===== src/rtl/msk_hpc3_pkg.sv =====
// Shared helpers for the masked HPC3 AND bus: randomness sizing,
// pair-to-random-bit mapping and flat bus index helpers.
package msk_hpc3_pkg;

    // Random bits needed per lane for a d-share HPC3 AND gadget.
    function automatic int calc_r(input int nd);
        return nd * (nd - 1);
    endfunction

    // Index of the random bit shared by the unordered share pair (i, j)
    // inside the r0 / r1 halves of a lane's randomness.
    function automatic int pair_idx(input int i, input int j, input int nd);
        int lo;
        int hi;
        lo = (i < j) ? i : j;
        hi = (i < j) ? j : i;
        return lo * nd - (lo * (lo + 1)) / 2 + (hi - 1 - lo);
    endfunction

    // Dense slot for ordered pair (i, j), j != i, in a d*(d-1) register.
    function automatic int slot_idx(input int i, input int j, input int nd);
        return i * (nd - 1) + ((j < i) ? j : j - 1);
    endfunction

    // Flat bus position of share s of lane k.
    function automatic int share_idx(input int lane, input int share, input int nd);
        return lane * nd + share;
    endfunction

endpackage


===== src/rtl/msk_and_hpc3_lane.sv =====
// One lane of the HPC3 masked AND: d input shares per operand, stage
// registers (u, w, previous-a) loaded on 'load', registered-only output.
module msk_and_hpc3_lane
    import msk_hpc3_pkg::*;
#(
    parameter int d = 2
) (
    input  logic                   clk,
    input  logic                   rst_n,
    input  logic                   load,
    input  logic [d-1:0]           a,
    input  logic [d-1:0]           b,
    input  logic [calc_r(d)-1:0]   rnd,
    output logic [d-1:0]           z
);

    localparam int R = calc_r(d);
    localparam int H = R / 2;
    localparam int P = d * (d - 1);

    logic [P-1:0] u_d, u_q;
    logic [P-1:0] w_d, w_q;
    logic [d-1:0] ap_d, ap_q;

    // Next stage contents: hold unless a new operand is accepted.
    always_comb begin
        u_d  = u_q;
        w_d  = w_q;
        ap_d = ap_q;
        if (load) begin
            ap_d = a;
            for (int i = 0; i < d; i++) begin
                for (int j = 0; j < d; j++) begin
                    if (j != i) begin
                        // The first partner of share i also folds in the a_i*b_i term.
                        if (j == ((i == 0) ? 1 : 0))
                            u_d[slot_idx(i, j, d)] = (a[i] & (rnd[pair_idx(i, j, d)] ^ b[i]))
                                                     ^ rnd[H + pair_idx(i, j, d)];
                        else
                            u_d[slot_idx(i, j, d)] = (a[i] & rnd[pair_idx(i, j, d)])
                                                     ^ rnd[H + pair_idx(i, j, d)];
                        w_d[slot_idx(i, j, d)] = b[j] ^ rnd[pair_idx(i, j, d)];
                    end
                end
            end
        end
    end

    // Stage registers; cleared on reset so the output sharing reads zero.
    always_ff @(posedge clk or negedge rst_n) begin
        if (!rst_n) begin
            u_q  <= '0;
            w_q  <= '0;
            ap_q <= '0;
        end else begin
            u_q  <= u_d;
            w_q  <= w_d;
            ap_q <= ap_d;
        end
    end

    // Output shares computed from registered values only.
    always_comb begin
        z = '0;
        for (int i = 0; i < d; i++) begin
            for (int j = 0; j < d; j++) begin
                if (j != i)
                    z[i] = z[i] ^ u_q[slot_idx(i, j, d)] ^ (ap_q[i] & w_q[slot_idx(i, j, d)]);
            end
        end
    end

endmodule


===== src/rtl/msk_and_hpc3_bus.sv =====
// W-lane masked AND bus built from HPC3 lanes with valid/ready handshakes
// on operands, randomness and result. Define MSKAND_HPC3_OUTREG_EN to add
// a second registered output stage (latency 2, output straight from flops).
module msk_and_hpc3_bus
    import msk_hpc3_pkg::*;
#(
    parameter int d = 2,
    parameter int W = 8
) (
    input  logic                     clk,
    input  logic                     rst_n,
    input  logic [d*W-1:0]           ina,
    input  logic [d*W-1:0]           inb,
    input  logic                     in_valid,
    output logic                     in_ready,
    input  logic [W*d*(d-1)-1:0]     rnd,
    input  logic                     rnd_valid,
    output logic                     rnd_ready,
    output logic [d*W-1:0]           out,
    output logic                     out_valid,
    input  logic                     out_ready
);

    localparam int R = calc_r(d);

    logic             s_valid_d, s_valid_q;
    logic             s_adv;
    logic             s_free;
    logic             accept;
    logic [d*W-1:0]   z;

    for (genvar k = 0; k < W; k++) begin : g_lane
        msk_and_hpc3_lane #(.d(d)) u_lane (
            .clk   (clk),
            .rst_n (rst_n),
            .load  (accept),
            .a     (ina[share_idx(k, 0, d) +: d]),
            .b     (inb[share_idx(k, 0, d) +: d]),
            .rnd   (rnd[k*R +: R]),
            .z     (z[share_idx(k, 0, d) +: d])
        );
    end

    // Operands and randomness are only taken together, never partially.
    assign s_free    = !s_valid_q || s_adv;
    assign accept    = in_valid && rnd_valid && s_free;
    assign in_ready  = rnd_valid && s_free;
    assign rnd_ready = in_valid && s_free;

    // Stage valid: set on accept, cleared when its contents move on.
    always_comb begin
        s_valid_d = s_valid_q;
        if (accept)
            s_valid_d = 1'b1;
        else if (s_valid_q && s_adv)
            s_valid_d = 1'b0;
    end

    // Stage valid register.
    always_ff @(posedge clk or negedge rst_n) begin
        if (!rst_n)
            s_valid_q <= 1'b0;
        else
            s_valid_q <= s_valid_d;
    end

`ifdef MSKAND_HPC3_OUTREG_EN
    logic             o_valid_d, o_valid_q;
    logic [d*W-1:0]   o_d, o_q;

    assign s_adv = !o_valid_q || out_ready;

    // Output stage: capture the lane result when it advances, else drain.
    always_comb begin
        o_valid_d = o_valid_q;
        o_d       = o_q;
        if (s_valid_q && s_adv) begin
            o_valid_d = 1'b1;
            o_d       = z;
        end else if (out_ready) begin
            o_valid_d = 1'b0;
        end
    end

    // Output stage registers.
    always_ff @(posedge clk or negedge rst_n) begin
        if (!rst_n) begin
            o_valid_q <= 1'b0;
            o_q       <= '0;
        end else begin
            o_valid_q <= o_valid_d;
            o_q       <= o_d;
        end
    end

    assign out       = o_q;
    assign out_valid = o_valid_q;
`else
    assign s_adv     = out_ready;
    assign out       = z;
    assign out_valid = s_valid_q;
`endif

endmodule


===== config.mk =====
export PLATFORM = sky130hd
export DESIGN_NAME = msk_and_hpc3_bus
export DESIGN_NICKNAME = d
export VERILOG_FILES = /design/src/rtl/msk_hpc3_pkg.sv /design/src/rtl/msk_and_hpc3_lane.sv /design/src/rtl/msk_and_hpc3_bus.sv
export SDC_FILE = /design/constraint.sdc
export NUM_CORES = 1
export LEC_CHECK = 0
export ABC_AREA = 1
export ABC_CLOCK_PERIOD_IN_PS = 3400
export CAP_MARGIN = 20
export CORE_MARGIN = 1
export CORE_UTILIZATION = 44
export DETAILED_ROUTE_END_ITERATION = 8
export GPL_ROUTABILITY_DRIVEN = 0
export HOLD_SLACK_MARGIN = 0.08
export PLACE_DENSITY = 0.77
export SETUP_SLACK_MARGIN = 0.5
export SLEW_MARGIN = 30
export SYNTH_ARGS = -nofsm -noshare
export SYNTH_HDL_FRONTEND = slang
export SYNTH_HIERARCHICAL = 1
export SYNTH_SLANG_ARGS = --single-unit

===== constraint.sdc =====
create_clock -name clk -period 3.4 [get_ports clk]
set_clock_uncertainty 0.15 [all_clocks]
set_input_delay 0.68 -clock clk [delete_from_list [all_inputs] [get_ports clk]]
set_output_delay 0.68 -clock clk [all_outputs]
set_load 0.005 [all_outputs]

### Word level (Yosys, flattened, before mapping)

Index checks and enable logic that the tools add are counted.

* output and inout bits: 19
* logic and storage cells: 115
* register bits: 49
* input port bits: 53

* reduce and logical (&&, ||, !) cells: 8
* mux-type cells: 2
* bitwise logic cells: 80

Operators by type and width (number)
* bitwise XOR 1 bit: 48
* AND 1 bit: 32
* logical AND 1 bit: 5
* 2-to-1 mux 1 bit: 2
* nonzero test 2 bit: 1
* zero test 1 bit: 1
* logical OR 1 bit: 1

### Depth between registers and ports, before layout

Gate-level depths: netlist of the first run.

* word-level depth: 4
* gate-level depth with buffers: 6
* mapped depth without buffers: 6

### Cells and area by module

Netlist of the first run, hierarchy kept.

Modules (own cells, without submodules)
* msk_and_hpc3_lane: instances 8, sequential area each 150.1 µm², cells an instance 43, area each 321.6 µm²
* msk_and_hpc3_bus: instances 1, sequential area each 25.0 µm², cells an instance 8, area each 63.8 µm²

### Worst setup path after synthesis of the first run

Ideal clock, no wire load.

* path type: input to register
* start: input in_valid
* end: register g_lane[0].u_lane.w_q[0]
* data required time: 3123 ps
* library setup time: 127 ps
* cell stages on the path: 5
* arrival time: 3298 ps
* slack: -175 ps
* path buffers: 0
* cell sequence: nand2_1 -> a21oi_1 -> inv_1 -> nand2_1 -> nand2_1

* word-level cells in the longest chain between the ends: 2

Ends and longest elaborated chain
* from (decl): RTL line msk_and_hpc3_bus.sv:14 `input logic in_valid,`
* logical AND 1 bit (2 in a row): RTL line msk_and_hpc3_bus.sv:46 `assign accept = in_valid && rnd_valid && s_free;`
* named net accept: RTL line msk_and_hpc3_bus.sv:29 `logic accept;`
* to (signal assigned): RTL line msk_and_hpc3_lane.sv:57 `w_q <= w_d;`
* to (decl): RTL line msk_and_hpc3_lane.sv:22 `logic [P-1:0] w_d, w_q;`

The timed path passes the listed nets, and every way through them passes these cells.
A chain may end at the register's enable or synchronous reset.

### Worst setup path after layout of the first run

* start: input out_ready
* end: output in_ready

* word-level cells in the longest chain between the ends: 2

Ends and longest elaborated chain
* from (decl): RTL line msk_and_hpc3_bus.sv:21 `input logic out_ready`
* logical OR 1 bit: RTL line msk_and_hpc3_bus.sv:45 `assign s_free = !s_valid_q || s_adv;`
* logical AND 1 bit: RTL line msk_and_hpc3_bus.sv:47 `assign in_ready = rnd_valid && s_free;`
* to (decl): RTL line msk_and_hpc3_bus.sv:15 `output logic in_ready,`

Every way passes these cells.

==> results.cfg, run 1 <==
[pwr]
ir_worst_vdd_v = 0.000260
p_leak_nw = 1.80
p_per_area_nw_per_um2 = 435

[cts]
clk_pin_slew_ps = 90
cts_resized = 0
cts_tree = yes
cts_sinks = 49
clk_latency_ps = 290
root_buffer = clkbuf_8
cts_hold_buf = 0
htree_num_levels = 2
postCtsSetupBuffers = 0
numCtsBuffers = 5
cts_max_path_buffers = 2

[global_routing]
grt_antenna_before_repair = 0
grt_max_degree = 57
grt_overflow_total = 0
grt_pass1_wl_um = 9360
grtUsageTotal_pct = 18.9
first_global_vias = 2236

[yosys]
synthDistinctLibCells = 12
avgSynthCellArea_um2 = 7.49
syn_nets = 405
ys_warn_count = 6
synthCells = 352
synth_top_area_share_pct = 46.5
ys_ff_latch = 49
netlist_area_um2 = 2640
ys_seq_area_share_pct = 46.5
synth_top_area_cell = dfrtp_1
synth_area_leaders = dfrtp_1 (47%), nand2_1 (23%), nand3_1 (7.6%)

[timing]
min_period_ps = 2760
setup_viol = 0
fmax_ghz = 0.362
max_slew_margin_pct = 60.1
finalMaxSlewViolations = 0
post-route-period-util_pct = 81.2
finalHoldViolCount = 0
worst_pin_slew_ps = 599
tns_ps = 0
rsz0062_at_grt = no

[setup_path]
critPathSlowestCell = clkdlybuf4s50_1
cp_max_fo = 4
crit_family = buffers and inverters
cp-start-kind = input port
end_kind = output port
worst-path-buf-inv = 3
reg2regPathDepth = 5
path_class = input port to output port
cp.required_ps = 2570
rrSetupSlack_ps = 1920
crit_path_max_incr_delay_ps = 560
rr_startpoint = out_valid
crit_chain = clkdlybuf4s50_1 > inv_2 > a21boi_1 > clkdlybuf4s50_1
reg2reg_to = g_lane[6].u_lane/w_q[0]
critPathMostFrequentCell = clkdlybuf4s50_1
critPathArrivalTime_ps = 1930

[routing]
dr.pass1.iters = 4
postRouteAntennaNets = 0
vias_per_cell = 4.70
num_vias = 2367
drt-wirelength-per-cell_um = 10.7
wirelength_um = 5370
first_iter_violations = 115
drc = 0

[run_status]
status = complete, no violations

[floorplanning]
die_area_um2 = 6310
die-width_um = 79.4
start_util_pct = 46.7
rows = 27
coreArea_um2 = 5640
die_h_um = 79.4
boundaryPins = 72

[cells_and_area]
nets = 484
antenna_cells = 0
fillers = 497
layout-drive-gt1-share_pct = 10.4
final_cells = 504
synthToLayoutAreaGrowth_pct = 35.3

[placed_design]
dp_hpwl_um = 4130
placed_cells = 496
portBuffers = 71

[run]
maxCapViolCount = 0

[min_path]
hp-class = input port to async pin
==> routing by layer <==
| metal | routed length (um) | GRT usage [%] |
|---|---|---|
| met5 | 0 | 0 |
| met4 | 41 | 4.91 |
| met3 | 200 | 4.34 |
| met2 | 2660 | 33.3 |
| met1 | 2460 | 23.3 |
==> layout by cell type, fill, tap and decap left out <==
cell / synthesis / final
xnor2_1: 16 / 16
a21oi_4: 0 / 1
a21boi_1: 1 / 1
clkbuf_8: 0 / 7
buf_4: 0 / 1
nand2_2: 16 / 16
inv_2: 9 / 9
inv_1: 32 / 32
clkdlybuf4s50_1: 0 / 70
nand2_1: 163 / 163
nand3_1: 40 / 40
nand3_2: 8 / 8
nand4_1: 16 / 16
dfrtp_1: 49 / 49
a21boi_2: 1 / 1
clkinv_2: 0 / 1
buf_12: 0 / 1
==> per-stage QoR <==
step | hold WS, ps | utilization [%] | setup slack (ps) | instance area (um2) | total power [mW]
floorplan | 234 | - | 750 | 2640 | 0.954
global placement | 305 | 61.4 | 734 | 3460 | 1.19
detailed placement | 308 | 61.4 | 634 | 3470 | 1.21
CTS | 256 | 63.2 | 610 | 3570 | 1.58
global route | 266 | 63.2 | 591 | 3570 | 1.67
finish | 225 | 63.2 | 640 | 3570 | 1.55
==> flip-flops by register name, summed over array words and instances, names as in the netlist <==
| name | count |
|---|---|
| g_lane.u_lane/ap_q | 16 |
| g_lane.u_lane/w_q | 16 |
| out_valid | 1 |
| g_lane.u_lane/u_q | 16 |
==> synth_stat cells (all sizes together) <==
library cell and number:
a21boi 2, a21oi 1, dfrtp 49, inv 41
nand2 179, nand3 48, nand4 16, xnor2 16
==> where the power goes <==
group | switching [mW] | internal [mW]
Sequential | 0.0574 | 0.678
Combinational | 0.196 | 0.260
Clock | 0.178 | 0.184
Total | 0.431 | 1.12
==> cell type report <==
cell class                      instances  area [um2]  share of cell area [%]
Multi-Input combinational cell        262        1270                    35.5
Sequential cell                        49        1230                    34.4
Timing Repair Buffer                   72         728                    20.4
Inverter                               41         154                    4.31
Clock buffer                            7        96.3                    2.70
Tap cell                               72        90.1                    2.53
Clock inverter                          1        5.00                   0.140
==> worst max path at each step <==
stage | startpoint | to | slack (ps) | cells past startpoint
final | out_ready | in_ready | 640 | 4
after global routing | out_ready | in_ready | 590 | 4
after CTS | out_ready | in_ready | 610 | 4
after detailed placement | out_ready | in_ready | 630 | 4
after global placement | out_ready | in_ready | 730 | 4
after floorplan | out_ready | g_lane[0].u_lane/w_q[0] | 750 | 5
==> cells by family (layout without fill, tap and decap cells) <==
kind of cell | count (synthesis) | count (layout) | synth area share, %
AO/OA/AOI/OAI | 3 | 3 | 0.902
XOR/XNOR | 16 | 16 | 5.32
flip-flops | 49 | 49 | 46.5
AND/OR/NAND/NOR | 243 | 243 | 41.4
buffers and inverters | 41 | 121 | 5.84
Power figures use the tool's default switching activity.
==> run 2: changes to the inputs <==
ABC_CLOCK_PERIOD_IN_PS = 2400   (was 3400)
clock period = 2.4 ns   (was 3.4 ns; I/O delays follow)
==> run 2 against run 1 <==
Against the previous run:
- register-to-register slack worse by 1100 ps
- core utilization grew 0.42 points
- setup slack got worse by 110 ps
- critical path type unchanged
- non-clock buffer count increased by 4
- routed wire length decreased by 0.50%
- highest routed layer unchanged
- hold slack better by 98 ps
==> results.cfg, run 2 (synthesis results as in run 1) <==
[cells_and_area]
final_area_um2 = 3590
layout-drive-gt1-share_pct = 11.7
largestRegisters = g_lane.u_lane/ap_q x16, g_lane.u_lane/u_q x16, g_lane.u_lane/w_q x16
most-common-layout-cells = nand2_1 (163), clkdlybuf4s50_1 (52), dfrtp_1 (48), nand3_1 (40), inv_1 (32)
synthToLayoutAreaGrowth_pct = 36.2
antenna_cells = 0
layout_commonest_cell = nand2_1
nets = 488
fin_util_pct = 63.7

[cts]
htree_num_levels = 2
clk_pin_slew_ps = 80
cts_sinks = 49
numCtsBuffers = 5
cts_tree = yes
cts_max_path_buffers = 2
root_buffer = clkbuf_8
clk_latency_ps = 300

[timing]
min_period_ps = 1870
finalHoldViolCount = 0
tns_ps = 0
max_slew_margin_pct = 71.2
setup_viol = 0
finalMaxSlewViolations = 0
postLayoutSetupSlackWorst_ps = 527
fmax_ghz = 0.534
worst_pin_slew_ps = 433
rsz0062_at_grt = no
post-route-period-util_pct = 78.0

[global_routing]
grt_overflow_total = 0
grt_antenna_before_repair = 0
grtUsageTotal_pct = 19.3
first_global_vias = 2349
grt_pass1_wl_um = 9620
grt_max_degree = 57

[routing]
dr.pass1.iters = 4
drt-wirelength-per-cell_um = 10.5
wirelength_um = 5340
vias_per_cell = 4.76
postRouteAntennaNets = 0
num_vias = 2416
first_iter_violations = 96
drc = 0

[min_path]
hp-class = flop to flop
whs_path_depth = 2
hold_path_startpoint = g_lane[4].u_lane/ap_q[1]

[setup_path]
critPathArrivalTime_ps = 1240
reg2regPathDepth = 6
end_kind = output port
rr_startpoint = out_valid
cp.required_ps = 1770
path_class = input port to output port
critPathLaunch = out_ready
cp_max_fo = 4
cp-start-kind = input port

[pwr]
p_per_area_nw_per_um2 = 622
ir_worst_vdd_v = 0.000268
p_leak_nw = 1.86

[floorplanning]
coreArea_um2 = 5640
die_area_um2 = 6310
rows = 27
boundaryPins = 72
die-width_um = 79.4
die_h_um = 79.4
start_util_pct = 46.7

[placed_design]
dp_hpwl_um = 4210
portBuffers = 71
dpl_cell_area_um2 = 3480
dp_slack_ps = 129

[run]
maxCapViolCount = 0

[run_status]
status = complete, no violations
## run 2: cell count changes in the layout (fill, tap and decap cells not counted), sizes merged
| cell | previous run | this run |
|---|---|---|
| bufinv | 0 | 1 |
| clkinv | 1 | 0 |
| buf | 2 | 7 |
| clkdlybuf4s50 | 70 | 52 |
| dlygate4sd3 | 0 | 1 |
| dlygate4sd2 | 0 | 16 |
## run 2: report_power, final
group / internal (mW) / switching, mW / leakage (nW)
Combinational: 0.317 / 0.276 / 1.20
Clock: 0.340 / 0.260 / 0.0585
Sequential: 0.961 / 0.0790 / 0.597
## run 2: cell type report
type,count,area [um2]
Fill cell,510,2050
Multi-Input combinational cell,262,1270
Sequential cell,49,1230
Timing Repair Buffer,76,728
Inverter,41,154
Tap cell,72,90.1
Clock buffer,7,86.3
Clock inverter,1,30.0
## run 2: per-layer routing
metal  part of all wire (%)  vias up  track usage [%]
li1                       -     1280                -
met1                     45     1074             22.7
met2                     49       58             35.3
met3                    5.1        4             4.46
met4                    1.1        0             5.09
met5                      0        -                0
## run 2: per-stage QoR
stage	hold slack [ps]	power [mW]	instances
final	323	2.23	508
after global routing	357	2.38	508
after CTS	329	2.26	508
after detailed placement	293	1.71	498
after global placement	285	1.69	498
after floorplan	34.4	1.35	352
## run 2: critical path, stage by stage
cell and delay (ps):
clkdlybuf4s50_1 470, inv_2 60, a21boi_1 110, buf_2 120
## run 2: what timing repair did
action / 4_1_cts / 5_1_grt
endpoints found under the hold margin: 18 / 0
endpoints found under the setup margin: 19 / 1
setup buffers: 1 / 0
hold buffers: 1 / 0
resized for setup: 23 / 3
## run 2: path summary, 6_finish.rpt
check,endpoint,slack [ps]
max,in_ready,530
min,g_lane[4].u_lane/ap_q[1],320
max reg2reg,g_lane[2].u_lane/w_q[0],810
min reg2reg,g_lane[4].u_lane/ap_q[1],320
max in group asynchronous,g_lane[2].u_lane/w_q[1],1030
min in group asynchronous,g_lane[4].u_lane/w_q[0],490
==> run 3: changes to the inputs <==
ABC_CLOCK_PERIOD_IN_PS = 1500   (was 2400)
clock period = 1.5 ns   (was 2.4 ns; I/O delays follow)
==> run 3 against run 2 <==
Against the previous run:
- critical path type is now flop to output port
- final area is 16% higher
- non-clock buffer count rose by 34
- sequential power is 63% higher
- the run now ends with negative setup slack left
- first-iteration DRC count rose by 61%
- die area is the same
- routed wire length increased by 28%
- hold slack worse by 160 ps
- highest routed layer unchanged
- clock-buffer cell count decreased by 2
==> results.cfg, run 3 (synthesis results as in run 1) <==
[min_path]
hp-class = input port to flop
whs_path_depth = 3

[floorplanning]
coreArea_um2 = 5640
rows = 27
die_area_um2 = 6310
start_util_pct = 46.7
die_h_um = 79.4
die-width_um = 79.4
boundaryPins = 72

[timing]
holdWs_ps = 159
fmax_ghz = 0.659
worst_pin_slew_ps = 270
rsz0062_at_grt = yes
setup_viol = 2
finalHoldViolCount = 0
tns_ps = -17.4
finalMaxSlewViolations = 0
max_slew_margin_pct = 82.0
postLayoutSetupSlackWorst_ps = -16.5
min_period_ps = 1520
post-route-period-util_pct = 101

[run_status]
status = finished, violations left
violations = negative setup slack

[setup_path]
cp.required_ps = 1050
worst-path-stages = 3
reg2regPathDepth = 7
worst-path-buf-inv = 2
cp_max_fo = 2
critPathSlowestCell = dfrtp_2
cp-start-kind = flop
crit_path_max_incr_delay_ps = 420
end_kind = output port
crit_chain = buf_6 > a21boi_1 > buf_2
crit_family = flip-flops
path_class = flop to output port
critPathArrivalTime_ps = 1070

[routing]
drc = 0
postRouteAntennaNets = 0
vias_per_cell = 4.95
wirelength_um = 6810
dr.pass1.iters = 6
first_iter_violations = 155
num_vias = 2685
drt-wirelength-per-cell_um = 12.6

[cts]
clk_pin_slew_ps = 80
root_buffer = clkbuf_8
numCtsBuffers = 5
htree_num_levels = 2
cts_max_path_buffers = 2
cts_tree = yes
cts_sinks = 49
clk_latency_ps = 300

[cells_and_area]
largestRegisters = g_lane.u_lane/ap_q x16, g_lane.u_lane/u_q x16, g_lane.u_lane/w_q x16
fin_util_pct = 73.7
final_cells = 542
layout-drive-gt1-share_pct = 29.1
layout_commonest_cell = nand2_1
nets = 522
final_area_um2 = 4160
synthToLayoutAreaGrowth_pct = 57.7
most-common-layout-cells = nand2_1 (152), dfrtp_1 (48), clkdlybuf4s50_1 (48), nand3_1 (28), nand2_2 (27)
antenna_cells = 0

[run]
maxCapViolCount = 0

[placed_design]
portBuffers = 71
dp_slack_ps = -405
dpl_cell_area_um2 = 3550
placed_cells = 504
dp_hpwl_um = 4050

[global_routing]
first_global_vias = 2420
grtUsageTotal_pct = 21.3
grt_antenna_before_repair = 0
grt_pass1_wl_um = 10400
grt_overflow_total = 0
grt_max_degree = 50

[pwr]
ir_worst_vdd_v = 0.000615
power_mw = 4.01
p_leak_nw = 2.15
p_per_area_nw_per_um2 = 964
[run 3: cell count changes in the layout (fill, tap and decap cells not counted), sizes merged]
cell,change
buf,+46
bufbuf,+1
bufinv,+1
clkbuf,+2
clkdlybuf4s50,-4
clkinv,+1
dlygate4sd2,-15
dlymetal6s2s,+2
[run 3: tightest hold or removal path, stage by stage]
cell and delay [ps]:
dlymetal6s2s_1 110, nand2_2 80, nand2_1 80
[run 3: path summary, 6_finish.rpt]
check / from / endpoint / slack, ps
worst max-delay path: out_valid / in_ready / -20
min in group asynchronous: rst_n / g_lane[5].u_lane/u_q[0] / 360
worst min register to register: g_lane[6].u_lane/ap_q[1] / g_lane[6].u_lane/ap_q[1] / 330
worst max register to register: out_valid / g_lane[0].u_lane/w_q[1] / 10
max in group asynchronous: rst_n / g_lane[2].u_lane/u_q[0] / 600
worst min-delay path: in_valid / out_valid / 160
[run 3: final cells by class]
class | count | area [um2]
clock buffers | 5 | 68.8
clock inverters | 3 | 65.1
fillers | 439 | 1490
inverters | 41 | 161
multi-input cells | 262 | 1390
flip-flops and latches | 49 | 1230
well taps | 72 | 90.1
repair buffers | 110 | 1160
[run 3: timing repair]
item                                    CTS  global route
pin swaps                                10            20
gates resized for setup                  94            21
buffers inserted                         10            11
endpoints found under the hold margin    49             0
endpoints found under the setup margin   68            67
gates cloned                              4             4
hold buffers                              1             0
[run 3: per-layer routing]
layer  routed length [um]  track usage [%]  up-vias
li1                     -                -     1353
met5                    0                0        -
met1                 2980             26.5     1235
met2                 3360             37.7       84
met4                  123             5.45        0
met3                  357             4.11       13
[run 3: power breakdown]
part	total, mW	switching [mW]	internal, mW
Clock	1.09	0.424	0.662
Sequential	1.69	0.148	1.54
Combinational	1.24	0.542	0.693
